<file path="src/rtl/phase_search_ctrl_pkg.sv">
// Shared definitions for the downsampler phase search controller.
// State encoding and error-counter width derivation.
package phase_search_ctrl_pkg;

   typedef enum logic [2:0] {
      ST_IDLE          = 3'd0,
      ST_SETTLE        = 3'd1,
      ST_MEASURE       = 3'd2,
      ST_COMPARE       = 3'd3,
      ST_LOCKED_SETTLE = 3'd4,
      ST_LOCKED        = 3'd5
   } state_t;

   // Two error flags per symbol: a full window can reach 2*2^win_log2.
   function automatic int cnt_width(input int win_log2);
      return win_log2 + 2;
   endfunction

endpackage

</file>
<file path="src/rtl/phase_search_ctrl_win.sv">
// Window error counter: counts 2^WIN_LOG2 strobes, accumulates I+Q errors.
// done is combinational on the closing strobe; err_total includes that strobe.
module win_err_counter
   import phase_search_ctrl_pkg::*;
#(
   parameter int WIN_LOG2 = 10,
   parameter int CNT_W    = cnt_width(WIN_LOG2)
) (
   input  logic             clock,
   input  logic             rst_n,
   input  logic             clr,
   input  logic             en,
   input  logic             valid,
   input  logic             err_i,
   input  logic             err_q,
   output logic             done,
   output logic [CNT_W-1:0] err_total
);

   logic [WIN_LOG2-1:0] sym_cnt;
   logic [CNT_W-1:0]    err_acc;
   logic [1:0]          inc;

   assign inc       = {1'b0, err_i} + {1'b0, err_q};
   assign err_total = err_acc + CNT_W'(inc);
   assign done      = en && valid && (sym_cnt == '1);

   // The symbol counter wraps on its own, so back-to-back windows need no clear.
   always_ff @(posedge clock or negedge rst_n) begin
      if (!rst_n) begin
         sym_cnt <= '0;
         err_acc <= '0;
      end else if (clr) begin
         sym_cnt <= '0;
         err_acc <= '0;
      end else if (en && valid) begin
         sym_cnt <= sym_cnt + WIN_LOG2'(1);
         err_acc <= done ? '0 : err_total;
      end
   end

endmodule

</file>
<file path="src/rtl/phase_search_ctrl.sv">
// Automatic downsampler phase search: sweeps all phases, locks the one with
// fewest slicer errors per window, and re-searches if the locked phase degrades.
module phase_search_ctrl
   import phase_search_ctrl_pkg::*;
#(
   parameter int NPHASE   = 4,
   parameter int PH_W     = 2,
   parameter int WIN_LOG2 = 10,
   parameter int SETTLE   = 16,
   parameter int THRESH   = 8,
   parameter int CNT_W    = cnt_width(WIN_LOG2)
) (
   input  logic             clock,
   input  logic             i_reset,
   input  logic             i_enable,
   input  logic             i_start,
   input  logic             i_valid,
   input  logic             i_err_i,
   input  logic             i_err_q,
   output logic [PH_W-1:0]  o_fase,
   output logic             o_ber_clr,
   output logic             o_busy,
   output logic             o_locked,
   output logic [CNT_W-1:0] o_best_err,
   output logic [CNT_W-1:0] o_win_err
);

   state_t           state, state_nxt;
   logic [PH_W-1:0]  phase, phase_nxt;
   logic [PH_W-1:0]  best_phase, best_phase_nxt;
   logic [CNT_W-1:0] best, best_nxt;
   logic [CNT_W-1:0] win_err, win_err_nxt;
   logic [7:0]       settle_cnt, settle_cnt_nxt;
   logic             ber_clr, ber_clr_nxt;

   logic             win_en;
   logic             win_done;
   logic [CNT_W-1:0] win_total;
   logic             better;

   // Counter only runs in measuring states; everywhere else it is held clear.
   assign win_en = (state == ST_MEASURE) || (state == ST_LOCKED);
   assign better = (win_err < best);

   win_err_counter #(
      .WIN_LOG2 (WIN_LOG2),
      .CNT_W    (CNT_W)
   ) u_win (
      .clock     (clock),
      .rst_n     (i_reset),
      .clr       (!win_en),
      .en        (win_en),
      .valid     (i_valid),
      .err_i     (i_err_i),
      .err_q     (i_err_q),
      .done      (win_done),
      .err_total (win_total)
   );

   always_ff @(posedge clock or negedge i_reset) begin
      if (!i_reset) begin
         state      <= ST_IDLE;
         phase      <= '0;
         best_phase <= '0;
         best       <= '1;
         win_err    <= '0;
         settle_cnt <= '0;
         ber_clr    <= 1'b0;
      end else begin
         state      <= state_nxt;
         phase      <= phase_nxt;
         best_phase <= best_phase_nxt;
         best       <= best_nxt;
         win_err    <= win_err_nxt;
         settle_cnt <= settle_cnt_nxt;
         ber_clr    <= ber_clr_nxt;
      end
   end

   always_comb begin
      state_nxt      = state;
      phase_nxt      = phase;
      best_phase_nxt = best_phase;
      best_nxt       = best;
      win_err_nxt    = win_err;
      settle_cnt_nxt = '0;
      ber_clr_nxt    = 1'b0;

      if (!i_enable) begin
         state_nxt = ST_IDLE;
      end else begin
         case (state)
            ST_IDLE: begin
               if (i_start) begin
                  state_nxt      = ST_SETTLE;
                  phase_nxt      = '0;
                  best_nxt       = '1;
                  best_phase_nxt = '0;
                  ber_clr_nxt    = 1'b1;
               end
            end
            ST_SETTLE, ST_LOCKED_SETTLE: begin
               settle_cnt_nxt = settle_cnt;
               if (i_valid) begin
                  if (settle_cnt == 8'(SETTLE - 1)) begin
                     settle_cnt_nxt = '0;
                     state_nxt      = (state == ST_SETTLE) ? ST_MEASURE : ST_LOCKED;
                  end else begin
                     settle_cnt_nxt = settle_cnt + 8'd1;
                  end
               end
            end
            ST_MEASURE: begin
               if (win_done) begin
                  win_err_nxt = win_total;
                  state_nxt   = ST_COMPARE;
               end
            end
            ST_COMPARE: begin
               if (better) begin
                  best_nxt       = win_err;
                  best_phase_nxt = phase;
               end
               ber_clr_nxt = 1'b1;
               if (phase != PH_W'(NPHASE - 1)) begin
                  phase_nxt = phase + PH_W'(1);
                  state_nxt = ST_SETTLE;
               end else begin
                  // The last phase's own result must be considered for the lock.
                  phase_nxt = better ? phase : best_phase;
                  state_nxt = ST_LOCKED_SETTLE;
               end
            end
            ST_LOCKED: begin
               if (win_done) begin
                  win_err_nxt = win_total;
                  if (win_total > CNT_W'(THRESH)) begin
                     state_nxt      = ST_SETTLE;
                     phase_nxt      = '0;
                     best_nxt       = '1;
                     best_phase_nxt = '0;
                     ber_clr_nxt    = 1'b1;
                  end
               end
            end
            default: state_nxt = ST_IDLE;
         endcase
      end
   end

   assign o_fase     = phase;
   assign o_ber_clr  = ber_clr;
   assign o_busy     = (state == ST_SETTLE) || (state == ST_MEASURE) || (state == ST_COMPARE);
   assign o_locked   = (state == ST_LOCKED);
   assign o_best_err = best;
   assign o_win_err  = win_err;

endmodule

</file>
<file path="config.mk">
export PLATFORM = sky130hd
export DESIGN_NAME = phase_search_ctrl
export DESIGN_NICKNAME = d
export VERILOG_FILES = /design/src/rtl/phase_search_ctrl_pkg.sv /design/src/rtl/phase_search_ctrl_win.sv /design/src/rtl/phase_search_ctrl.sv
export SDC_FILE = /design/constraint.sdc
export NUM_CORES = 1
export LEC_CHECK = 0
export CORE_MARGIN = 1
export CORE_UTILIZATION = 57
export CTS_CLUSTER_SIZE = 30
export DETAILED_ROUTE_END_ITERATION = 10
export PLACE_DENSITY = 0.85
export SLEW_MARGIN = 20
export SYNTH_ARGS = -nofsm -noshare
export SYNTH_HDL_FRONTEND = slang
export SYNTH_SLANG_ARGS = --single-unit
</file>
<file path="constraint.sdc">
create_clock -name clock -period 3.2 [get_ports clock]
set_input_delay 0.64 -clock clock [delete_from_list [all_inputs] [get_ports clock]]
set_output_delay 0.64 -clock clock [all_outputs]
set_load 0.1 [all_outputs]
</file>
## Word-level counts from Yosys, hierarchy flattened

Cells that the tools add are included.

- Flip-flop bits (word level): 62
- Input bits: 7
- Output and inout bits: 29
- Logic and storage cells: 84

- $add $sub $neg: 5
- Magnitude comparators: 2
- Equality and inequality tests: 19
- Mux-type cells: 36
- Reductions and logical operators: 13

Operator list:

| operator | count |
|---|---|
| two-way mux 12 bit | 7 |
| one-hot mux 12 bit (3 select lines) | 1 |
| two-way mux 8 bit | 4 |
| two-way mux 3 bit | 9 |
| two-way mux 10 bit | 2 |
| one-hot mux 3 bit (5 select lines) | 1 |
| adder 12 x 2 -> 12 bit | 1 |
| > comparator 12 x 4 -> 1 bit, second input constant | 1 |
| < comparator 12 bit | 1 |
| one-hot mux 2 bit (3 select lines) | 2 |
| AND reduction 6 bit | 2 |
| adder 10 x 1 -> 10 bit, second input constant | 1 |
| equality test 10 bit, second input constant | 1 |
| two-way mux 2 bit | 5 |
| != test 3 x 2 -> 1 bit, second input constant | 3 |
| != test 3 bit, second input constant | 3 |
| adder 8 x 1 -> 8 bit, second input constant | 1 |
| equality test 8 x 4 -> 1 bit, second input constant | 1 |
| != test 2 bit, second input constant | 4 |
| equality test 3 x 2 -> 1 bit, second input constant | 2 |
| equality test 3 bit, second input constant | 2 |
| AND reduction 5 bit | 1 |
| two-way mux 1 bit | 4 |
| != test 2 x 1 -> 1 bit, second input constant | 2 |
| other kinds (10) | 14 |

## Logic depth before layout (Yosys ltp)

- Depth after elaboration: 7
- Mapped depth: 12

## By module

A second synthesis with hierarchy kept.

- Cells, all modules: 336
- Area total of the unflattened synthesis: 3,530.9 µm²

By module, submodules not included:

| module | times used | cells each | area each (µm²) | seq. area each (µm²) |
|---|---|---|---|---|
| phase_search_ctrl | 1 | 195 | 2,183.3 | 1,016.0 |
| win_err_counter | 1 | 141 | 1,347.5 | 550.5 |

## Worst setup path after synthesis

No wires, ideal clock.

- Kind: input port to flip-flop
- Start: in i_err_i
- End: reg best[1], in the netlist o_best_err[1]
- Setup time: 0.081 ns
- Arrival: 2.882 ns
- Data required time: 3.119 ns
- Setup slack: 0.237 ns
- Stages: 12
- Path through: inv_1 -> fa_1 -> inv_1 -> ha_1 -> clkbuf_1 -> and4_1 -> a211oi_1 -> a31oi_1 -> a21oi_2 -> a311o_2 -> buf_6 -> a32oi_1

- Longest elaborated chain between the ends: 5

Ends and longest elaborated chain:

| element | line | RTL |
|---|---|---|
| start, declared | phase_search_ctrl.sv:18 | `input logic i_err_i,` |
| adder 1 x 1 -> 2 bit | phase_search_ctrl_win.sv:24 | `assign inc = {1'b0, err_i} + {1'b0, err_q};` |
| adder 12 x 2 -> 12 bit | phase_search_ctrl_win.sv:25 | `assign err_total = err_acc + CNT_W'(inc);` |
| > comparator 12 x 4 -> 1 bit | phase_search_ctrl.sv:137 | `if (win_total > CNT_W'(THRESH)) begin` |
| != test 2 x 1 -> 1 bit (no source line) | - |  |
| AND reduction 6 bit (no source line) | - |  |
| end signal, assigned | phase_search_ctrl.sv:73 | `best <= best_nxt;` |
| end, declared | phase_search_ctrl.sv:31 | `logic [CNT_W-1:0] best, best_nxt;` |

No other way between the ends.
A chain may end at the register's enable or synchronous reset.

## Worst setup path in the final report

- Start: in i_err_i
- End: reg best[2], in the netlist o_best_err[2]

The elaborated chain is that of the path after synthesis.

==> qor.yml <==
run_status:
  status: "complete, no violations"
final_layout:
  drive_gt1_share_pct: 22.68
  num-fill-cells: 442
  syn_to_final_growth_pct: 18.63
  final_nets: 459
  antenna-diode-count: 0
  multi_input_area_sq_um: 1908
  final-seq-area_sq_um: 1567
  finish.instance_area_sq_um: 4389
worst_setup_path:
  slowest_delay_ns: 0.45
  worst_setup_path_end_kind: "register"
  cp_slowest_cell: "clkdlybuf4s50_1"
  path_cells: "clkdlybuf4s50_1, inv_1, fa_2, and4b_4, nand4_4, or3_4, a221oi_4, a311o_2, buf_12, a32oi_1"
  r2r_slack_ns: 0.56
  required_ns: 3.43
  path_class: "input port to register"
  reg2reg_from: "o_best_err[10]"
  reg2reg_to: "o_best_err[2]"
  r2r_cells: 9
  cp-start-kind: "input port"
  crit_path_max_fanout: 12
  cp.arrival_ns: 3.28
die:
  die-area_sq_um: 6817
  fp.coreArea_sq_um: 6096
  start_util_pct: 60.69
  num_io_pins: 36
  rows: 28
  fp.dieW_microns: 82.57
  die_y_microns: 82.57
drt:
  detail_route.wl_per_cell_microns: 15.81
  drtIter0Drc: 226
  dr.pass1.iters: 5
  drc: 0
  vias_per_cell: 6.048
  final_antenna_net_count: 0
  vias: 3121
  wl_microns: 8158
sta:
  timing.final.ws_setup_ns: 0.1515
  max_freq_mhz: 328.0
  finalSetupTns_ns: 0
  fin_worst_skew_ns: 0.01148
  maxSlewViolCount: 0
  setup_viol: 0
  finalCritPeriodShare_pct: 95.27
  finalWorstPathRequiredPeriod_ns: 3.049
  final_hold_viol_count: 0
  rsz0062_at_grt: "no"
  worst_pin_slew_ns: 0.7317
  relSlewSlack_pct: 51.04
clocking:
  clock-sinks: 62
  cts_root_buffer: "clkbuf_8"
  cts_setup_buffers: 0
  cts_tree: "done"
  worstSkewPairLatency_ns: 0.34
  htree_levels: 3
  hold_buffers: 0
  clkTransAtPathRegs_ns: 0.07
  cts_buffer_depth: 2
  ctsResizeCount: 0
  cts_buffers: 9
global_route:
  grt.total_usage_pct: 25.87
  overflow: 0
  antenna_found_initial: 0
  grt_max_degree: 29
  grt_pass1_vias: 2887
  grt_pass1_wl_microns: 13280
job:
  max_cap_violations: 0
synth:
  async_reset_ff_share_pct: 100.0
  yosysTopAreaCell: "dfrtp_1"
  synth_edf_count: 0
  syn_inst: 392
  postSynthAreaPerCell_sq_um: 9.438
  ys.flop_type: "dfrtp_1"
  synth.distinct_cells: 61
  ys.warnings.count: 0
  yosysSeqAreaShare_pct: 42.34
  synth_top_area_share_pct: 33.82
  synth.area.top_cells: "dfrtp_1 34%, dfstp_2 8.5%, ha_1 5.1%"
  synth_area_sq_um: 3700
  syn_nets: 415
  ys_seq_elements: 62
hold_path:
  hp-class: "input port to async pin"
pwr:
  p_leak_nw: 2.005
  power_density_nw_per_um2: 562.2
  post-layout-total-power_mw: 2.468
  peakVddDrop_v: 0.0005079
place:
  dp_hpwl_microns: 5757
  port_buffers: 35
  dp_slack_ns: -0.2600
  place_area_sq_um: 4148
  routabilityCongestion: 0.8677
-- synth_stat cells, types with 3 or more instances --
| library cell | count |
|---|---|
| nor2b_1 | 3 |
| nor2_1 | 37 |
| dfstp_2 | 12 |
| dfrtp_1 | 50 |
| nand3_1 | 10 |
| or3_1 | 3 |
| xnor2_1 | 16 |
| a31oi_1 | 3 |
| a32oi_2 | 7 |
| a32oi_1 | 5 |
| nand4_1 | 8 |
| mux2i_1 | 5 |
| inv_1 | 34 |
| nand2_1 | 34 |
| nor3_1 | 5 |
| a21oi_1 | 17 |
| xor2_1 | 10 |
| and3_1 | 6 |
| nand2b_1 | 5 |
| ha_1 | 15 |
| o31ai_1 | 8 |
| a21o_1 | 3 |
| clkbuf_1 | 18 |
| o21ai_0 | 27 |
-- metal layers --
metal / up-vias / global-route usage, % / wire [microns]
li1: 1473 / - / -
met3: 15 / 5.824 / 405
met1: 1530 / 33.31 / 3619
met5: - / 0 / 0
met4: 0 / 11.38 / 144
met2: 103 / 41.65 / 3988
-- worst max-delay path, delay by kind of cell --
kind                       cells  cell delay, ns
AOI/OAI and AO/OA              3            0.71
buffers and inverters          3            0.65
adders and majority gates      1            0.40
and+or+nand+nor                3            0.86
-- layout by cell type, fill, tap and decap left out, drive strengths merged, types with 8 or more instances in the layout --
cell     n
buf     52
dfrtp   50
nor2    37
inv     34
nand2   34
o21ai   27
a21oi   18
xnor2   16
ha      15
dfstp   12
clkbuf  12
a32oi   12
xor2    10
nand3   10
nand4    9
o31ai    8
-- power by group --
group	switching [mW]	leakage (nW)	internal [mW]
Combinational	0.499	1.13	0.228
Sequential	0.0900	0.763	0.840
Clock	0.294	0.115	0.517
Total	0.883	2.01	1.58
-- registers in the layout, indices dropped and copies added (netlist names) --
| register | count |
|---|---|
| best_phase | 2 |
| o_ber_clr | 1 |
| o_best_err | 12 |
| o_fase | 2 |
| o_win_err | 12 |
| settle_cnt | 8 |
| state | 3 |
| u_win.err_acc | 12 |
| u_win.sym_cnt | 10 |
-- stage by stage --
step / hold slack [ns] / utilization (%) / instances
after CTS: 0.3299 / 71.82 / 516
after detailed placement: 0.4623 / 68.04 / 500
after floorplan: 0.3444 / - / 392
after global placement: 0.4572 / 68.04 / 500
final: 0.3127 / 72.00 / 516
after global routing: 0.3625 / 72.00 / 516
-- layout make-up --
cell class,instances,area share [%]
Timing Repair Buffer,57,10.55
Inverter,34,2.908
Sequential cell,62,35.69
Clock inverter,4,2.166
Multi-Input combinational cell,272,43.47
Clock buffer,12,3.079
Tap cell,75,2.138
-- worst max path at each step --
stage	startpoint	endpoint	cells after the start	slack (ns)
after floorplan	i_err_i	o_best_err[1]	12	0.24
after global placement	i_err_i	o_best_err[11]	10	-0.20
after detailed placement	i_err_i	o_best_err[2]	10	-0.26
after CTS	i_err_i	o_best_err[2]	10	0.08
after global routing	i_err_i	o_best_err[1]	10	0.06
final	i_err_i	o_best_err[2]	10	0.15
-- logic make-up (layout without fill, tap and decap cells) --
group / after synthesis / count (layout) / synth area share (%)
compound gates: 97 / 97 / 20.36
xor+xnor: 26 / 26 / 6.155
fa+ha+maj: 16 / 16 / 5.614
buf+inv: 58 / 107 / 6.526
flops: 62 / 62 / 42.34
mux: 6 / 6 / 1.657
simple gates: 127 / 127 / 17.35
No activity file was read; power rests on OpenSTA's default activity.
